[src/rtl/pcpi_mul_ctrl_pkg.sv]
// rtl/pcpi_mul_ctrl_pkg.sv - RV32M multiply decode constants, FSM states and operand helpers
package pcpi_mul_ctrl_pkg;

    localparam logic [6:0] OPC_OP     = 7'b0110011;
    localparam logic [6:0] F7_MULDIV  = 7'b0000001;
    localparam logic [1:0] F3_MUL     = 2'b00;
    localparam logic [1:0] F3_MULH    = 2'b01;
    localparam logic [1:0] F3_MULHSU  = 2'b10;
    localparam logic [1:0] F3_MULHU   = 2'b11;

    typedef enum logic [2:0] {
        ST_IDLE,
        ST_LOAD,
        ST_MULT,
        ST_FIX,
        ST_DONE
    } state_t;

    // funct3[2]==1 selects DIV/REM, which this block leaves to another unit
    function automatic logic is_mul(input logic [31:0] insn);
        return (insn[6:0] == OPC_OP) && (insn[31:25] == F7_MULDIV) && !insn[14];
    endfunction

    function automatic logic [31:0] magnitude(input logic [31:0] v, input logic sgn);
        return (sgn && v[31]) ? (~v + 32'd1) : v;
    endfunction

endpackage

[src/rtl/arr_multiplier_32b.sv]
// rtl/arr_multiplier_32b.sv - combinational 32x32->64 unsigned array multiplier
module arr_multiplier_32b (
    input  logic        clk,
    input  logic        resetn,
    input  logic [31:0] a,
    input  logic [31:0] b,
    output logic [63:0] p
);

    // clk/resetn are kept on the port list so the instance matches the existing array
    logic unused_clk_rst;
    assign unused_clk_rst = clk ^ resetn;

    assign p = {32'd0, a} * {32'd0, b};

endmodule

[src/rtl/pcpi_mul_ctrl.sv]
// rtl/pcpi_mul_ctrl.sv - PCPI sequencer wrapping the array multiplier for MUL/MULH/MULHSU/MULHU
module pcpi_mul_ctrl
    import pcpi_mul_ctrl_pkg::*;
#(
    parameter int XLEN        = 32,
    parameter int MULT_CYCLES = 2
) (
    input  logic            clk,
    input  logic            resetn,
    input  logic            pcpi_valid,
    input  logic [31:0]     pcpi_insn,
    input  logic [XLEN-1:0] pcpi_rs1,
    input  logic [XLEN-1:0] pcpi_rs2,
    output logic            pcpi_wr,
    output logic [XLEN-1:0] pcpi_rd,
    output logic            pcpi_wait,
    output logic            pcpi_ready
);

    localparam int CW = (MULT_CYCLES > 1) ? $clog2(MULT_CYCLES) : 1;

    state_t            state_q, state_d;
    logic              done_q;
    logic [1:0]        f3_q;
    logic [XLEN-1:0]   rs1_q, rs2_q, a_q, b_q;
    logic              neg_q;
    logic [CW-1:0]     cnt_q;
    logic [2*XLEN-1:0] arr_p, prod_q, res;
    logic              abort, s1, s2;

    logic unused_insn;
    assign unused_insn = ^{pcpi_insn[24:15], pcpi_insn[11:7]};

    arr_multiplier_32b u_arr (
        .clk    (clk),
        .resetn (resetn),
        .a      (a_q),
        .b      (b_q),
        .p      (arr_p)
    );

    assign s1    = (f3_q != F3_MULHU);
    assign s2    = (f3_q == F3_MUL) || (f3_q == F3_MULH);
    assign abort = !pcpi_valid;
    assign res   = neg_q ? (~prod_q + 64'd1) : prod_q;

    always_comb begin
        state_d = state_q;
        case (state_q)
            ST_IDLE: if (pcpi_valid && is_mul(pcpi_insn) && !done_q) state_d = ST_LOAD;
            ST_LOAD: state_d = abort ? ST_IDLE : ST_MULT;
            ST_MULT: begin
                if (abort)              state_d = ST_IDLE;
                else if (cnt_q == '0)   state_d = ST_FIX;
            end
            ST_FIX:  state_d = abort ? ST_IDLE : ST_DONE;
            ST_DONE: state_d = ST_IDLE;
            default: state_d = ST_IDLE;
        endcase
    end

    always_ff @(posedge clk or negedge resetn) begin
        if (!resetn) begin
            state_q    <= ST_IDLE;
            done_q     <= 1'b0;
            f3_q       <= '0;
            rs1_q      <= '0;
            rs2_q      <= '0;
            a_q        <= '0;
            b_q        <= '0;
            neg_q      <= 1'b0;
            cnt_q      <= '0;
            prod_q     <= '0;
            pcpi_rd    <= '0;
            pcpi_wr    <= 1'b0;
            pcpi_ready <= 1'b0;
            pcpi_wait  <= 1'b0;
        end else begin
            state_q    <= state_d;
            pcpi_wr    <= 1'b0;
            pcpi_ready <= 1'b0;
            pcpi_wait  <= (state_d == ST_MULT) || (state_d == ST_FIX) || (state_d == ST_DONE);
            // Stays set until valid drops, so a CPU slow to release valid never re-issues
            if (!pcpi_valid)
                done_q <= 1'b0;
            else if (state_q == ST_DONE)
                done_q <= 1'b1;
            case (state_q)
                ST_IDLE: if (state_d == ST_LOAD) begin
                    f3_q  <= pcpi_insn[13:12];
                    rs1_q <= pcpi_rs1;
                    rs2_q <= pcpi_rs2;
                end
                ST_LOAD: begin
                    a_q   <= magnitude(rs1_q, s1);
                    b_q   <= magnitude(rs2_q, s2);
                    neg_q <= (s1 & rs1_q[XLEN-1]) ^ (s2 & rs2_q[XLEN-1]);
                    cnt_q <= CW'(MULT_CYCLES - 1);
                end
                ST_MULT: begin
                    cnt_q <= cnt_q - 1'b1;
                    if (cnt_q == '0) prod_q <= arr_p;
                end
                ST_FIX:  pcpi_rd <= (f3_q == F3_MUL) ? res[XLEN-1:0] : res[2*XLEN-1:XLEN];
                ST_DONE: begin
                    pcpi_ready <= 1'b1;
                    pcpi_wr    <= 1'b1;
                end
                default: ;
            endcase
        end
    end

endmodule

[config.mk]
export PLATFORM = sky130hd
export DESIGN_NAME = pcpi_mul_ctrl
export DESIGN_NICKNAME = d
export VERILOG_FILES = /design/src/rtl/pcpi_mul_ctrl_pkg.sv /design/src/rtl/arr_multiplier_32b.sv /design/src/rtl/pcpi_mul_ctrl.sv
export SDC_FILE = /design/constraint.sdc
export NUM_CORES = 2
export LEC_CHECK = 0
export BUFFER_PORTS_ARGS = -buffer_cell sky130_fd_sc_hd__buf_2
export CAP_MARGIN = 20
export CORE_ASPECT_RATIO = 1.2
export CORE_MARGIN = 2
export CORE_UTILIZATION = 45
export CTS_BUF_LIST = sky130_fd_sc_hd__clkbuf_8
export DETAILED_ROUTE_END_ITERATION = 8
export SETUP_SLACK_MARGIN = 0.05
export SLEW_MARGIN = 20
export SYNTH_ARGS = -nofsm -noshare
export SYNTH_HDL_FRONTEND = slang
export SYNTH_SLANG_ARGS = --single-unit
[constraint.sdc]
create_clock -name clk -period 7.4 [get_ports clk]
set_input_delay 1.11 -clock clk [delete_from_list [all_inputs] [get_ports clk]]
set_output_delay 1.11 -clock clk [all_outputs]
set_load 0.01 [all_outputs]
Yosys cells after proc, flatten, opt, wreduce, memory -nomap -nowiden
Cells that the tools add are included.
{ "totals": {"ff_bits": 234, "latchBits": 0, "ram_bits": 0, "rom_bits": 0, "word_cells": 68, "mem_count": 0} }
{ "classes": {"add_sub_neg": 4, "mul": 1, "div": 0, "magnitude_cmp": 0, "n_eq_ne": 13, "n_shift": 0, "mux": 14, "bitwise": 7, "n_reduce_logical": 16} }
{ "op_table": {"columns": ["op", "n"], "rows": [
  ["two-way mux 32 bit", 3],
  ["adder 32 x 1 -> 32 bit (second input constant)", 2],
  ["adder 64 x 1 -> 64 bit (second input constant)", 1],
  ["multiplier 32 x 32 -> 64 bit", 1],
  ["two-way mux 64 bit", 1],
  ["NOT 32 bit", 2],
  ["NOT 64 bit", 1],
  ["== test 3 x 2 -> 1 bit (second input constant)", 4],
  ["two-way mux 3 bit", 4],
  ["case mux 3 bit (4 select lines)", 1],
  ["== test 7 x 1 -> 1 bit (second input constant)", 1],
  ["== test 7 x 6 -> 1 bit (second input constant)", 1],
  ["== test 3 x 1 -> 1 bit (second input constant)", 2],
  ["== test 3 bit (second input constant)", 2],
  ["logical AND 1 bit", 6],
  ["AND reduction 2 bit", 2],
  ["logical NOT 3 bit", 1],
  ["logical OR 1 bit", 3],
  ["two-way mux 1 bit", 3],
  ["AND 1 bit", 2],
  ["== test 2 x 1 -> 1 bit (second input constant)", 1],
  ["logical NOT 1 bit", 2],
  ["logical NOT 2 bit", 1],
  ["two-way mux 2 bit", 1],
  ["other kinds (7)", 7]
]} }

Logic depth before layout (Yosys ltp)
{ "logic_depth": {"ltp_word": 10, "mapped_depth": 27, "depth_no_buf": 25} }

Cells and area by module
Synthesis repeated with hierarchy kept, for this count alone.
{ "hier_totals": {"hier_cells": 4831, "area_unflattened_um2": 45189.6} }
{ "modules_own_cells": {"columns": ["mod", "n_inst", "cells_each", "area_per_inst_um2"], "rows": [
  ["arr_multiplier_32b", 1, 3677, 33216.9],
  ["pcpi_mul_ctrl", 1, 1154, 11972.7]
]} }

Worst setup path before layout
No wires, ideal clock.
{ "synth_path": {"path_kind": "register to register", "startpoint": "register b_q[9]", "endpoint": "register prod_q[49]", "setup_ns": 0.083, "arrival_time_ns": 7.145, "setup_slack_ns": 0.172, "path_stages_with_launch": 25, "n_path_buf": 3, "period_less_slack_ns": 7.228, "cell_sequence": "dfrtp_1 > clkbuf_1 > and2_1 > fa_1 > fa_1 > inv_1 > fa_1 > fa_1 > inv_1 > fa_1 > fa_1 > fa_1 > fa_1 > ha_1 > clkbuf_1 > and3_1 > and4_1 > clkbuf_1 > and3_1 > a221o_1 > a311o_1 > a21oi_1 > o21ai_0 > xnor2_1 > o21ai_0"} }
{ "synth_via": {"elab_chain_len": 1} }
{ "synth_rtl": {"columns": ["item", "line", "source"], "rows": [
  ["start, declared", "pcpi_mul_ctrl.sv:25", "logic [XLEN-1:0] rs1_q, rs2_q, a_q, b_q;"],
  ["start signal, assigned", "pcpi_mul_ctrl.sv:96", "b_q <= magnitude(rs2_q, s2);"],
  ["multiplier 32 x 32 -> 64 bit", "arr_multiplier_32b.sv:14", "assign p = {32'd0, a} * {32'd0, b};"],
  ["end signal, assigned", "pcpi_mul_ctrl.sv:102", "if (cnt_q == '0) prod_q <= arr_p;"],
  ["end, declared", "pcpi_mul_ctrl.sv:28", "logic [2*XLEN-1:0] arr_p, prod_q, res;"]
]} }
No other way between the ends.
A chain may end at the register's enable or synchronous reset.

Worst setup path after layout
{ "layout_path": {"startpoint": "register b_q[13]", "endpoint": "register prod_q[58]"} }
The elaborated chain is that of the path after synthesis.

==> impl_results.md <==
- Most frequent CP cell: fa_1
- Largest net degree at the start of global routing: 132
- Minimum clock period: approximately 7.5 ns
- TritonRoute pass-1 iters: 5
- Finished Layout Cells: between 6000 and 7000
- Port bufs: 118
- Synth async-reset ratio: 100.0%
- Grt total ovfl: 0
- Avg Cell Area, Syn: 9.171 µm²
- Gate count of the mapped netlist: about 4900
- Arr. time, crit path: between 7 and 8 ns
- DRC Markers: 0
- Multi-input gate area: between 30000 and 40000 µm²
- Clock sinks: about 230
- Total core area: slightly below 100000 µm²
- Clock Tree Root: clkbuf_8
- Initial DRC Count: 1604
- CP Capture Type: flip-flop
- Met1 WL: 52.40 mm
- Die H: between 300 and 400 µm
- CTS clk-pin slew, worst paths: around 0.06 ns
- Total Routing Usage GR: about a quarter
- Post-Route Skew: a little over 0.08 ns
- Initial core utilization: between 40% and 50%
- Fin util: a little over half
- HP Start: pcpi_rd[8]
- Placed Area: 49570 µm²
- First-pass GRT wire length: about 200 mm
- Via total after detailed routing: between 30000 and 40000
- PnR worst setup slack: -0.05530 ns
- Max_cap viols: 0
- CP Class: flip-flop to flip-flop
- Post-route clock period utilization: 100.7%
- Full die area: ~100000 µm²
- Detailed Place HPWL: ~100 mm
- Outcome: finished, violations left
- Reg area: 5879 µm²
- H-tree depth: 2
- Peak VDD IR: approximately 130 µV
- Max-slew violation count: 0
- Top-Level Pins: between 100 and 150
- Leak: roughly 0.027 µW
- Fmax: roughly 130 MHz
- CP max-delay cell: fa_1
- Headroom to the max-slew limit: 26.81%
- RePlAce Congestion: 0.9250
- Synthesized cell area: approximately 45000 µm²
- Post-synth top flop: dfrtp_1
- Finished Cell Area: roughly 52000 µm²
- Final setup viols: 6
- Clock latency on the worst-skew pair: 0.66 ns
- DRT Wirelength: ~120 mm
- Synth Register Bits: roughly 230
- CTS tree: done
- Fill cell count: a little over 9000
- Vias in the first global route: about 37000
- Tightest Pin Transition: ~1.1 ns
- Sequential fraction of the synthesis area: roughly an eighth
- Critical R2R Launch: b_q[13]
- WL/cell: roughly 19 µm
- Failing checks: negative setup slack
- Yosys cell types: between 70 and 80
- Crit path max fanout: 13
- Pre-CTS setup slack: -0.3832 ns
- RSZ-0062 raised after global routing: true
- Met3 WL post-DR: ~6.6 mm
- Initial antenna violation count: 4
- Num CTS Buffers: between 40 and 50
- Min-delay worst type: flip-flop to flip-flop
- Yosys warnings: 0
- Width of the die: roughly 290 µm
- Share of cells above drive strength 1: around 17%
- Post-DRT Antenna Nets: 0
- Post-synth EDFFs: 0
- Final hold viol count: 0
- Layout area overhead: 16.64%
- Final nets: about 6500
- Maximum clock path buffer count: 3
- Metal2 WL: approximately 60 mm
- Setup crit start: b_q[13]
- Row count: roughly 130
- Worst EP required: a little under 8 ns
- # hold bufs at CTS: 0
- Cells after DPL: about 6400
- Number of vias per cell: between 5 and 6
- Pwr dens: 53.52 nW/µm²
- Max stage delay on crit path: 0.55 ns
- Post-synth net total: 6166
- Startpoint types: flip-flop
- Top sig layer: met5
logic make-up (layout without fill, tap and decap cells):
family	count (synthesis)	count (layout)	share of synthesized area, %
DFF	234	234	13.02
and+or+nand+nor	1582	1582	17.99
AOI/OAI and AO/OA	518	518	7.015
adders and majority gates	1162	1162	47.27
other	0	1	0
xor gates and xnor gates	173	173	3.368
muxes	61	61	1.524
buffers and inverters	1175	1546	9.816
cell usage in the layout (no fill, tap or decap), types with 38 or more instances in the layout:
master    instances
ha_1            246
buf_6            41
buf_2           117
xor2_1           77
xnor2_1          88
dfrtp_1         215
a21o_1           38
o21ai_0         133
a21oi_1         147
buf_12           55
nor2_1          147
clkbuf_8         60
mux2_2           60
nand2_1         594
inv_1           881
and2_1          620
buf_4           359
fa_1            866
final cells by class:
type | instances | share of cell area [%]
multi-input cells | 3496 | 67.96
flip-flops and latches | 234 | 11.21
repair buffers | 579 | 9.503
inverters | 884 | 6.324
well taps | 1290 | 3.076
clock buffers | 60 | 1.574
clock inverters | 23 | 0.3529
diodes | 1 | 0.004769
cell usage after synthesis (all sizes together), types with 79 or more instances:
master    n  area, µm²
nand2   598       2245
a21oi   165      825.8
nor2    153      574.3
inv     884       3318
xnor2    94      823.3
fa      896      17940
dfrtp   234       5856
xor2     79      691.9
clkbuf  283       1062
o21ai   165      825.8
ha      266       3328
and2    634       3966
sequential cells by signal, summed over array words and instances (netlist names), 2 cells and up:
name / cells
f3_q: 2
a_q: 32
pcpi_rd: 32
prod_q: 64
rs1_q: 32
rs2_q: 32
b_q: 32
state_q: 3
worst paths after layout:
check | to | slack (ns) | depth (start not counted)
setup / recovery | prod_q[58] | -0.06 | 28
hold / removal | pcpi_rd[8] | 0.46 | 2
setup reg to reg | prod_q[58] | -0.06 | 28
hold reg to reg | pcpi_rd[8] | 0.46 | 2
max in group asynchronous | b_q[3] | 5.47 | 2
min in group asynchronous | pcpi_wait | 0.51 | 1
critical path, delay by kind of cell, from the launching register on:
kind | cells | cell delay, ns
buffers and inverters | 9 | 0.88
AND/OR/NAND/NOR | 7 | 1.18
flip-flops | 1 | 0.49
adder cells (fa/ha/maj) | 9 | 4.27
AO/OA/AOI/OAI | 3 | 0.54
metrics by stage:
stage | total power, µW | TNS, ns | hold slack (ns)
2_1_floorplan | 1315 | 0 | 0.4651
3_3_place_gp | 1378 | -4.980 | 0.4531
3_5_place_dp | 1378 | -7.193 | 0.4591
4_1_cts | 2854 | -0.2230 | 0.4727
5_1_grt | 2910 | -4.791 | 0.5035
6_report | 2808 | -0.1900 | 0.4616
per-layer routing:
metal,vias to the layer above,track usage [%]
li1,15586,-
met1,17427,32.33
met2,827,42.79
met3,204,3.237
met4,2,5.861
met5,-,0
repair_timing:
action / in CTS / in global routing
pin swaps: 92 / 47
buffers inserted: 50 / 20
gates cloned: 2 / 1
endpoints found under the setup margin: 29 / 36
gates resized for setup: 176 / 119
report_power, final:
group | switching, µW | internal (µW) | leakage, µW
logic | 45.7 | 26.2 | 0.0228
registers | 2.31 | 1280 | 0.00319
clock network | 622 | 830 | 0.000560
(Power assumes the default switching activity.)
